<file path="src/rtl/divisor_clk_param.sv">
// Multi-channel programmable clock divider with per-channel shadow divide values.
// Shadow values take effect only at a terminal count (or while idle) so every half-period stays whole.
module divisor_clk_param #(
    parameter int          N_CH     = 4,
    parameter int          WIDTH    = 26,
    parameter int unsigned DIV_INIT = 49999999
) (
    input  logic             Clk,
    input  logic             reset,
    input  logic [N_CH-1:0]  en,
    input  logic             wr_en,
    input  logic [3:0]       wr_ch,
    input  logic [WIDTH-1:0] wr_div,
    output logic             wr_ack,
    output logic             wr_err,
    output logic [N_CH-1:0]  DivClk,
    output logic [N_CH-1:0]  tick,
    output logic [N_CH-1:0]  pend
);

    localparam logic [WIDTH-1:0] DIV_RST  = WIDTH'(DIV_INIT);
    localparam logic [4:0]       N_CH_W   = 5'(N_CH);

    logic w_wr_ok;
    logic r_wr_ack;
    logic r_wr_err;

    assign w_wr_ok = wr_en && ({1'b0, wr_ch} < N_CH_W);

    always_ff @(posedge Clk or negedge reset) begin
        if (!reset) begin
            r_wr_ack <= 1'b0;
            r_wr_err <= 1'b0;
        end else begin
            r_wr_ack <= w_wr_ok;
            r_wr_err <= wr_en && !w_wr_ok;
        end
    end

    assign wr_ack = r_wr_ack;
    assign wr_err = r_wr_err;

    for (genvar gi = 0; gi < N_CH; gi++) begin : g_ch
        logic [WIDTH-1:0] r_cnt;
        logic [WIDTH-1:0] r_div_act;
        logic [WIDTH-1:0] r_div_sh;
        logic             r_pend;
        logic             r_divclk;
        logic             r_tick;
        logic             w_hit;
        logic             w_tc;

        assign w_hit = w_wr_ok && (wr_ch == 4'(gi));
        assign w_tc  = en[gi] && (r_cnt == r_div_act);

        always_ff @(posedge Clk or negedge reset) begin
            if (!reset) begin
                r_cnt     <= '0;
                r_div_act <= DIV_RST;
                r_div_sh  <= DIV_RST;
                r_pend    <= 1'b0;
                r_divclk  <= 1'b0;
                r_tick    <= 1'b0;
            end else begin
                if (!en[gi]) begin
                    r_cnt    <= '0;
                    r_divclk <= 1'b0;
                    r_tick   <= 1'b0;
                end else if (w_tc) begin
                    r_cnt    <= '0;
                    r_divclk <= ~r_divclk;
                    r_tick   <= 1'b1;
                end else begin
                    r_cnt  <= r_cnt + WIDTH'(1);
                    r_tick <= 1'b0;
                end
                // Commit uses the pre-write shadow; a same-cycle write then re-arms pend.
                if (r_pend && (!en[gi] || w_tc)) begin
                    r_div_act <= r_div_sh;
                    r_pend    <= 1'b0;
                end
                if (w_hit) begin
                    r_div_sh <= wr_div;
                    r_pend   <= 1'b1;
                end
            end
        end

        assign DivClk[gi] = r_divclk;
        assign tick[gi]   = r_tick;
        assign pend[gi]   = r_pend;
    end

endmodule

</file>
<file path="config.mk">
export PLATFORM = sky130hd
export DESIGN_NAME = divisor_clk_param
export DESIGN_NICKNAME = d
export VERILOG_FILES = /design/src/rtl/divisor_clk_param.sv
export SDC_FILE = /design/constraint.sdc
export NUM_CORES = 1
export LEC_CHECK = 0
export ABC_AREA = 1
export ABC_CLOCK_PERIOD_IN_PS = 1540
export BUFFER_PORTS_ARGS = -buffer_cell sky130_fd_sc_hd__buf_2
export CORE_UTILIZATION = 44
export CTS_CLUSTER_SIZE = 20
export DETAILED_ROUTE_END_ITERATION = 6
export PLACE_DENSITY_LB_ADDON = 0.15
export SLEW_MARGIN = 30
export SYNTH_ARGS = -nofsm -noshare
export SYNTH_HDL_FRONTEND = slang
export SYNTH_SLANG_ARGS = --single-unit
</file>
<file path="constraint.sdc">
create_clock -name Clk -period 1.54 [get_ports Clk]
set_input_delay 0.231 -clock Clk [delete_from_list [all_inputs] [get_ports Clk]]
set_output_delay 0.231 -clock Clk [all_outputs]
set_load 0.01 [all_outputs]
</file>
==> flow_metrics.env <==
export IMPL_die_x_um=193
export IMPL_via_per_inst=4.96
export IMPL_fin_cells=2839
export IMPL_synth_edf_count=0
export IMPL_portBuffers=50
export IMPL_hold_class="in -> reg"
export IMPL_ys_ff_latch=326
export IMPL_crit_start="g_ch[0].r_div_act[22]$_DFFE_PN1P_"
export IMPL_power_density_nw_per_um2=1330
export IMPL_rsz0062_at_grt="true"
export IMPL_p_leak_uw=0.0104
export IMPL_finClkSkew_ns=0.0222
export IMPL_wl_per_cell_um=16.1
export IMPL_drv_slew=0
export IMPL_num_rows=69
export IMPL_htreeDepth=2
export IMPL_path_clk_slew_ns=0.06
export IMPL_antenna_left=0
export IMPL_fin_area_um2=21800
export IMPL_worstSkewPairLatency_ns=0.56
export IMPL_crit_path_end_kind="flip-flop"
export IMPL_dr_pass1_iters=7
export IMPL_layout_setup_ws_ns=-0.278
export IMPL_path_class="reg -> reg"
export IMPL_timing_rr_start="g_ch[0].r_div_act[22]$_DFFE_PN1P_"
export IMPL_grt_pass1_vias=13700
export IMPL_die_area_um2=37200
export IMPL_critical_path_required_ns=2.02
export IMPL_cts_path_max_buffers=3
export IMPL_grt_use_total_pct=24.6
export IMPL_avgSynthCellArea_um2=8.00
export IMPL_synth_fp_nets=2042
export IMPL_place_inst=2707
export IMPL_vias=14100
export IMPL_syn_inst=2001
export IMPL_timing_hold_ws_ns=0.0621
export IMPL_crit_path_start_kind="flip-flop"
export IMPL_cp_max_fo=9
export IMPL_wirelength_um=45700
export IMPL_final_common_cell="nand2_1"
export IMPL_worstMarginPinSlew_ns=0.510
export IMPL_peakVddDrop_v=0.000917
export IMPL_synthFlopType="dfrtp_1"
export IMPL_final_nets=2388
export IMPL_hpwl_um=30100
export IMPL_grt_remaining_overflow=0
export IMPL_synth_distinct_cells=35
export IMPL_cts_root_buf="clkbuf_16"
export IMPL_drt_iter0_markers=800
export IMPL_design_core_area_um2=35700
export IMPL_cts_tree="done"
export IMPL_dpl_cell_area_um2=18600
export IMPL_clock_fmax_ghz=0.550
export IMPL_start_util_pct=44.9
export IMPL_worst_ep_arrival_time_ns=2.30
export IMPL_status="finished with violations"
export IMPL_cts_buffers=39
export IMPL_ys_seq_area_share_pct=52.1
export IMPL_drc_errors=8
export IMPL_async_flop_share_pct=100
export IMPL_routabilityCongestion=0.906
export IMPL_hold_viol_final=0
export IMPL_yosys_warnings=0
export IMPL_io_pins=51
export IMPL_syn_to_final_growth_pct=36.3
export IMPL_cap_viol_max_count=0
export IMPL_violations="DRC, setup timing"
export IMPL_max_slew_margin_pct=65.9
export IMPL_die_h_um=193
export IMPL_antenna_found_initial=2
export IMPL_grt_pass1_wl_um=70700
export IMPL_total_power_uw=29100
export IMPL_layout_common_cells="600 x nand2_1, 270 x buf_4, 197 x inv_1, 186 x nor2_1, 174 x dfrtp_1"
export IMPL_grt_max_degree=70
export IMPL_layout_drive_gt1_share_pct=35.2
export IMPL_period_share_pct=118
export IMPL_numClockSinks=326
export IMPL_min_period_ns=1.82
export IMPL_finalSetupViolations=221
export IMPL_netlist_area_um2=16000
export IMPL_min_from="wr_div[4]"
[sequential cells by signal, indices dropped and copies added (netlist names)]
name,cells
g_ch.r_div_sh,104
g_ch.r_divclk,4
wr_ack,1
g_ch.r_cnt,104
g_ch.r_pend,4
g_ch.r_div_act,104
g_ch.r_tick,4
wr_err,1
[per-stage QoR]
step	setup TNS, ns	setup slack (ns)	util [%]
final	-38.96	-0.278	61.2
after global routing	-65.74	-0.385	61.2
after detailed placement	-28.54	-0.250	52.2
after floorplan	-1.72	-0.0649	-
after global placement	-25.91	-0.253	52.2
after CTS	-29.82	-0.208	57.7
[timing repair]
item,4_1_cts,5_1_grt
buffers inserted,10,18
endpoints found under the hold margin,198,0
hold buffers,6,0
setup endpoints to repair,219,223
cloned,9,19
pin swaps,36,103
resized for setup,93,199
[cells by family after synthesis]
group / Yosys count / share of synthesized area, %
AND/OR/NAND/NOR: 1153 / 30.3
buffers and inverters: 300 / 8.35
adder cells (fa/ha/maj): 4 / 0.313
flip-flops: 326 / 52.1
AO/OA/AOI/OAI: 128 / 4.04
XOR/XNOR: 90 / 4.92
[synthesized netlist by cell type (2+ instances only)]
master	count	area, µm²
dfstp_2	144	3780
clkbuf_1	29	109
a21oi_1	7	35.0
nand4_1	37	231
nand2_1	651	2440
buf_2	9	45.0
ha_1	4	50.1
nor2_1	242	908
dfrtp_1	182	4550
nor3_1	47	235
inv_1	207	777
o21ai_0	117	586
nand2_8	2	40.0
xor2_1	88	771
buf_6	11	124
nand3_2	3	30.0
inv_2	15	56.3
nand3_1	147	736
xnor2_1	2	17.5
nand2_4	6	67.6
buf_8	3	45.0
nor3b_2	2	25.0
buf_4	22	165
clkinv_1	2	7.51
nor3_2	5	50.1
o22ai_1	2	12.5
nand3b_1	2	15.0
nor2_2	6	37.5
[report_power, final]
group	internal [µW]	switching, µW
registers	11100	1340
clock network	5890	3750
logic	3180	3870
[cell type report]
| cell class | count | area (µm²) |
|---|---|---|
| fill | 3089 | 13800 |
| tap | 461 | 577 |
| sequential | 326 | 8350 |
| clock buffer | 56 | 1110 |
| inverter | 224 | 841 |
| multi-input combinational | 1389 | 7580 |
| antenna | 1 | 2.50 |
| clock inverter | 15 | 220 |
| timing repair buffer | 367 | 3140 |
[final timing paths]
check | end | slack [ns] | cells after the start
setup reg to reg | g_ch[0].r_div_act[15]$_DFFE_PN1P_ | -0.28 | 11
setup / recovery | g_ch[0].r_div_act[15]$_DFFE_PN1P_ | -0.28 | 11
hold reg to reg | g_ch[2].r_div_act[6]$_DFFE_PN1P_ | 0.47 | 2
max in group asynchronous | g_ch[0].r_div_sh[17]$_DFFE_PN1P_ | 0.70 | 3
hold / removal | g_ch[0].r_div_sh[4]$_DFFE_PN1P_ | 0.06 | 3
min in group asynchronous | g_ch[1].r_tick$_DFF_PN0_ | 0.15 | 2
[critical path, stage by stage, from the launching register on]
cell and delay, ns:
dfstp_2 0.54, inv_2 0.03, nand2_1 0.04, nand2_1 0.05, nor2_1 0.14, nand3_1 0.11
nor2_2 0.18, nand3_4 0.15, nand2_8 0.18, clkbuf_16 0.18, nand3_1 0.07, nand2_1 0.08
[layer usage]
layer  share of wire (%)  vias up  track usage (%)
met5                   0        -                0
met4                 2.2        0             5.88
met3                 4.9       69             4.75
met2                  47      292             39.8
met1                  46     6767             33.9
li1                    -     6954                -
No activity file was read; power rests on OpenSTA's default activity.
